[config.mk]
export PLATFORM = sky130hd
export DESIGN_NAME = fifo_ctrl
export DESIGN_NICKNAME = d
export VERILOG_FILES = /design/src/rtl/fifo_ctrl.sv
export SDC_FILE = /design/constraint.sdc
export NUM_CORES = 1
export LEC_CHECK = 0
export CAP_MARGIN = 10
export CORE_ASPECT_RATIO = 1.4
export CORE_MARGIN = 8
export CORE_UTILIZATION = 57
export CTS_CLUSTER_DIAMETER = 40
export DETAILED_ROUTE_END_ITERATION = 8
export GPL_TIMING_DRIVEN = 1
export PLACE_DENSITY = 0.9
export RECOVER_POWER = 50
export SYNTH_ARGS = -nofsm -noshare
export SYNTH_HDL_FRONTEND = slang
export SYNTH_SLANG_ARGS = --single-unit
[constraint.sdc]
create_clock -name clock_i -period 7 [get_ports clock_i]
set_input_delay 0.7 -clock clock_i [delete_from_list [all_inputs] [get_ports clock_i]]
set_output_delay 0.7 -clock clock_i [all_outputs]
set_load 0.02 [all_outputs]
[src/rtl/fifo_ctrl.sv]
// Pointer, occupancy and flag sequencer for an external FIFO storage RAM.
// Drives the RAM write/read strobes and addresses. Data never passes through this block.
module fifo_ctrl #(
  parameter int DEPTH    = 8,
  parameter int AF_LEVEL = 2**8 - 2,
  parameter int AE_LEVEL = 2
) (
  input  logic             clock_i,
  input  logic             reset_i,
  input  logic             push_i,
  input  logic             pop_i,
  input  logic             clear_i,
  output logic             ram_write_enable_o,
  output logic             ram_valid_write_o,
  output logic [DEPTH-1:0] ram_write_address_o,
  output logic             ram_read_enable_o,
  output logic [DEPTH-1:0] ram_read_address_o,
  output logic [DEPTH:0]   count_o,
  output logic             full_o,
  output logic             empty_o,
  output logic             almost_full_o,
  output logic             almost_empty_o,
  output logic             overflow_o,
  output logic             underflow_o
);

  // state    | meaning
  // S_EMPTY  | no entries held
  // S_ACTIVE | 1 .. 2**DEPTH-1 entries held
  // S_FULL   | 2**DEPTH entries held
  localparam logic [1:0] S_EMPTY  = 2'd0;
  localparam logic [1:0] S_ACTIVE = 2'd1;
  localparam logic [1:0] S_FULL   = 2'd2;

  localparam logic [DEPTH:0] CAP    = {1'b1, {DEPTH{1'b0}}};
  localparam logic [DEPTH:0] AF_LVL = (DEPTH+1)'(AF_LEVEL);
  localparam logic [DEPTH:0] AE_LVL = (DEPTH+1)'(AE_LEVEL);

  logic [DEPTH-1:0] wr_ptr_q, wr_ptr_d;
  logic [DEPTH-1:0] rd_ptr_q, rd_ptr_d;
  logic [DEPTH:0]   count_q, count_d;
  logic [1:0]       state_q, state_d;
  logic             almost_full_q, almost_empty_q;
  logic             overflow_q, overflow_d;
  logic             underflow_q, underflow_d;
  logic             full, empty, wr_acc, rd_acc;

  assign full  = (state_q == S_FULL);
  assign empty = (state_q == S_EMPTY);

  // clear blocks both acceptances so a flush cycle never strobes the RAM.
  assign wr_acc = push_i & (~full | pop_i) & ~clear_i;
  assign rd_acc = pop_i & ~empty & ~clear_i;

  always_comb begin
    wr_ptr_d    = wr_ptr_q;
    rd_ptr_d    = rd_ptr_q;
    count_d     = count_q;
    state_d     = state_q;
    overflow_d  = overflow_q;
    underflow_d = underflow_q;
    if (clear_i) begin
      wr_ptr_d    = '0;
      rd_ptr_d    = '0;
      count_d     = '0;
      state_d     = S_EMPTY;
      overflow_d  = 1'b0;
      underflow_d = 1'b0;
    end else begin
      if (wr_acc) wr_ptr_d = wr_ptr_q + 1'b1;
      if (rd_acc) rd_ptr_d = rd_ptr_q + 1'b1;
      case ({wr_acc, rd_acc})
        2'b10:   count_d = count_q + 1'b1;
        2'b01:   count_d = count_q - 1'b1;
        default: count_d = count_q;
      endcase
      if (push_i && !wr_acc) overflow_d  = 1'b1;
      if (pop_i && !rd_acc)  underflow_d = 1'b1;
      case (state_q)
        S_EMPTY:  if (wr_acc) state_d = S_ACTIVE;
        S_ACTIVE: begin
          if (count_d == CAP)     state_d = S_FULL;
          else if (count_d == '0) state_d = S_EMPTY;
        end
        S_FULL:   if (rd_acc && !wr_acc) state_d = S_ACTIVE;
        default:  state_d = S_EMPTY;
      endcase
    end
  end

  always_ff @(posedge clock_i or posedge reset_i) begin
    if (reset_i) begin
      wr_ptr_q       <= '0;
      rd_ptr_q       <= '0;
      count_q        <= '0;
      state_q        <= S_EMPTY;
      almost_full_q  <= 1'b0;
      almost_empty_q <= 1'b1;
      overflow_q     <= 1'b0;
      underflow_q    <= 1'b0;
    end else begin
      wr_ptr_q       <= wr_ptr_d;
      rd_ptr_q       <= rd_ptr_d;
      count_q        <= count_d;
      state_q        <= state_d;
      almost_full_q  <= (count_d >= AF_LVL);
      almost_empty_q <= (count_d <= AE_LVL);
      overflow_q     <= overflow_d;
      underflow_q    <= underflow_d;
    end
  end

  // Strobes are held inactive for the whole reset pulse, not just after it.
  assign ram_write_enable_o  = reset_i | ~wr_acc;
  assign ram_valid_write_o   = ~reset_i & wr_acc;
  assign ram_read_enable_o   = reset_i | empty;
  assign ram_write_address_o = wr_ptr_q;
  assign ram_read_address_o  = rd_ptr_q;

  assign count_o        = count_q;
  assign full_o         = full;
  assign empty_o        = empty;
  assign almost_full_o  = almost_full_q;
  assign almost_empty_o = almost_empty_q;
  assign overflow_o     = overflow_q;
  assign underflow_o    = underflow_q;

endmodule

==> metrics list <==
- When the netlist entered floorplanning its net count stood at approximately 250.
* Setup repair after global routing missed its margin: false
* Clock Root Buffer: sky130_fd_sc_hd__clkbuf_8
- Async set or reset register ratio after synthesis: 1.00
- Of the synthesized area, sequential elements account for 0.363.
- Routability cong.: slightly above 0.9
- The floorplan has 26 rows.
* Standard cell core area: around 3600 um^2
- Commonest register cell after synthesis: sky130_fd_sc_hd__dfrtp_1
- Warnings from Yosys: 0
* Post-synth top area cell: sky130_fd_sc_hd__dfrtp_1
- Counting I/O delays and the setup requirement, the final critical path takes about 5200 ps.
- Max Slew Vio Count: 34
* Overall Power: around 0.45 mW
- Clock Skew: around 4.4 ps
- Post-route setup TNS: 0 ps
- Fraction of final layout cells sized beyond drive strength 1: 0.0806
- H-tree levels: 2
- For this run the aggregate overflow at the end of global routing stands at 0.
* Number of diodes added for antenna fixing: 0
- Setup violations remaining at the end of the flow were counted as 0.
* Worst Hold Class: reg2reg
- I/O Buffers: 38
* Worst IR Drop VDD: ~220 uV
- Of the total synthesized cell area, the portion taken by AND, OR, NAND and NOR gates is 0.269.
* Die Footprint: approximately 6000 um^2
- First-pass GRT wire length: roughly 9.4 mm
- Max FO, Critical Path: 32
* Maximum root-to-sink buffer count: 2
* Final wirelength: approximately 5.8 mm
- For the worst setup path, the data required time is around 7000 ps.
- For this run, the total global-route usage over all layers was measured as 0.200.
* Vias: 2065
- The clock reaches the later pin of the worst-skew pair after 280 ps.
* Clock tree from TritonCTS: built
* Endpoints failing hold: 0
- Measured on the finished design, the core utilization comes to 0.709.
- Measured against its own limit, the worst slew margin works out to -0.129.
- Post-synthesis cell area: 2140 um^2
- The number of setup buffers added after CTS is 0.
* Top cells by area, synth: sky130_fd_sc_hd__dfrtp_1 (35%), sky130_fd_sc_hd__nor2_1 (6.0%), sky130_fd_sc_hd__xor2_1 (4.9%)
- The via count of the first global-routing pass came to slightly above 2000.
- Detailed-route DRC error count: 0
- Counting distinct cell types in the post-synthesis netlist gives 61.
- Relative to the synthesized area, the layout overhead comes to 19.7%.
- Slew @ Worst Pin: 1690 ps
* Avg Inst Size Synth: just under 9 um^2
- Die extent in y: approximately 88 um
* Routed via count divided by cell count: 6.56
* Remaining antenna violation count: 0
* Main combinational cell family by area after synthesis: simple AND/OR/NAND/NOR gates
- Violations in the final reports: capacitance limit, slew limit
* CP Data Arrival Time: 5440 ps
* Count of cells resized by post-cts repair: 0
- Area used by sequential logic in the layout: 777 um^2
* Result of the run: complete, but fails checks
* Largest net degree at the start of global routing: 34
* Dominant cell by count in the synthesized netlist: sky130_fd_sc_hd__nor2_1
* Clock slew at the register clock pins of the worst setup and hold paths: roughly 60 ps
- In this run the horizontal extent of the chip is slightly below 70 um.
- By startpoint and endpoint, the worst setup path is classified as in2reg.
* Starting DRT DRC Count: 158
* Wire per inst: approximately 18 um
- Static timing analysis puts the maximum clock frequency at about 0.19 GHz.
- Of the total synthesized cell area, the portion taken by full adders, half adders and majority gates is 0.0234.
- Xor and xnor fraction of the mapped netlist area: 0.0696
* Max Cap Violations: 1
- The share of synthesized area in the top cell type comes to 0.351.
- List of most frequent post-synthesis cells: sky130_fd_sc_hd__nor2_1 (34), sky130_fd_sc_hd__dfrtp_1 (30), sky130_fd_sc_hd__a21oi_1 (14), sky130_fd_sc_hd__nand2_1 (14), sky130_fd_sc_hd__xor2_1 (12)
* Startpoint type of the worst setup path: input pin
* Number of top-level pins: 39
- Number of iterations in the first detailed-routing pass: 4
* Synthesized flop and latch total: 31
* Mux cell area share after synthesis: 0.00936
- STA classifies the critical path endpoint as a flop.
- The fraction of the mapped netlist area in compound gates was 0.207.
* Number of flops mapped to enable cells by yosys: 0
* Detail Placement HPWL: a little over 4 mm
- Initial Util: 0.592
- Leakage power: 1.09 nW
- The multi-input combinational cells in the finished layout cover a total of 1240 um^2.
- Instance count of the mapped netlist: around 240
* Power per cell area: around 180 nW/um^2
- Clock tree synthesis inserted a total of 5 buffers.
- The clock drives 31 sinks.
- Dividing the final minimum period by the clock period gives 0.750.
* Number of antenna violations at the first check in global routing: 0
- The filler cells instantiated in the layout total approximately 250.
- Post-layout net count: about 280
- Cts-stage hold buffer count: 0
logic make-up (layout without fill, tap and decap cells):
kind of cell / Yosys count / in the layout
AO/OA/AOI/OAI: 57 / 57
XOR/XNOR: 17 / 17
adder cells (fa/ha/maj): 4 / 4
buffers and inverters: 26 / 55
flip-flops: 31 / 31
multiplexers: 2 / 2
AND/OR/NAND/NOR: 107 / 107
state kept, by name (all words and copies together) (netlist names):
register,flops
ram_read_address_o,8
ram_write_address_o,8
overflow_o,1
almost_full_o,1
count_o,9
state_q,2
underflow_o,1
almost_empty_o,1
critical path: stages:
cell,delay [ps]
sky130_fd_sc_hd__dlygate4sd3_1,520
sky130_fd_sc_hd__clkbuf_1,980
sky130_fd_sc_hd__inv_1,400
sky130_fd_sc_hd__nand2_1,170
sky130_fd_sc_hd__ha_1,550
sky130_fd_sc_hd__inv_1,330
sky130_fd_sc_hd__a311oi_2,410
sky130_fd_sc_hd__o2111a_1,270
sky130_fd_sc_hd__nand3_1,170
sky130_fd_sc_hd__or4_4,600
sky130_fd_sc_hd__a2111oi_4,350
worst paths after layout:
check	startpoint	endpoint	slack, ps	depth (start not counted)
worst max-delay path	clear_i	almost_empty_o	1750	11
worst min-delay path	underflow_o	underflow_o	490	2
worst max register to register	state_q[0]	almost_empty_o	3080	12
worst min register to register	underflow_o	underflow_o	490	2
max in group asynchronous	reset_i	ram_read_address_o[7]	4550	3
min in group asynchronous	reset_i	ram_write_address_o[0]	1470	3
final cells by class:
type | count | share of cell area
Timing Repair Buffer | 40 | 0.152
Inverter | 7 | 0.0103
Tap cell | 42 | 0.0205
Multi-Input combinational cell | 187 | 0.483
Sequential cell | 31 | 0.304
Clock buffer | 8 | 0.0313
cells in the final DEF, fill, tap and decap left out, drive strengths merged, types with 2 or more instances in the layout:
| master | netlist | layout |
|---|---|---|
| nor3 | 6 | 6 |
| nor2 | 36 | 36 |
| nand3 | 7 | 7 |
| o21ai | 8 | 8 |
| nand2b | 3 | 3 |
| xnor2 | 5 | 5 |
| and3 | 6 | 6 |
| nand4 | 10 | 10 |
| ha | 4 | 4 |
| a21oi | 15 | 15 |
| dfrtp | 30 | 30 |
| nand2 | 15 | 15 |
| and4 | 2 | 2 |
| nor4 | 7 | 7 |
| or3 | 2 | 2 |
| o211ai | 7 | 7 |
| nor2b | 2 | 2 |
| and2 | 2 | 2 |
| o311a | 2 | 2 |
| o221ai | 2 | 2 |
| mux2i | 2 | 2 |
| nand3b | 2 | 2 |
| inv | 7 | 7 |
| a31oi | 4 | 4 |
| a211oi | 2 | 2 |
| clkbuf | 5 | 10 |
| dlygate4sd3 | 0 | 10 |
| xor2 | 12 | 12 |
| a21o | 3 | 3 |
| or4 | 3 | 3 |
| clkdlybuf4s50 | 0 | 28 |
stage by stage:
| step | area [um^2] | instances | setup slack [ps] | hold slack, ps |
|---|---|---|---|---|
| 6_report | 2560 | 315 | 1750 | 491 |
| 5_1_grt | 2560 | 315 | 1460 | 525 |
| 4_1_cts | 2570 | 315 | 2750 | 503 |
| 3_5_place_dp | 2490 | 307 | 2450 | 484 |
| 3_3_place_gp | 2490 | 307 | 2550 | 483 |
| 2_1_floorplan | 2140 | 244 | 3510 | 562 |
layer usage:
metal | GRT usage | vias up | part of all wire
met2 | 0.342 | 93 | 0.52
met1 | 0.224 | 1012 | 0.39
li1 | - | 946 | -
met3 | 0.0418 | 14 | 0.062
met5 | 0 | - | 0
met4 | 0.105 | 0 | 0.028
report_power, final:
part           internal, mW  leakage (nW)  switching (mW)
registers             0.188         0.423          0.0151
logic                0.0505         0.624          0.0662
clock network        0.0705        0.0395          0.0642
total                 0.309          1.09           0.145
No activity file was read; power rests on OpenSTA's default activity.
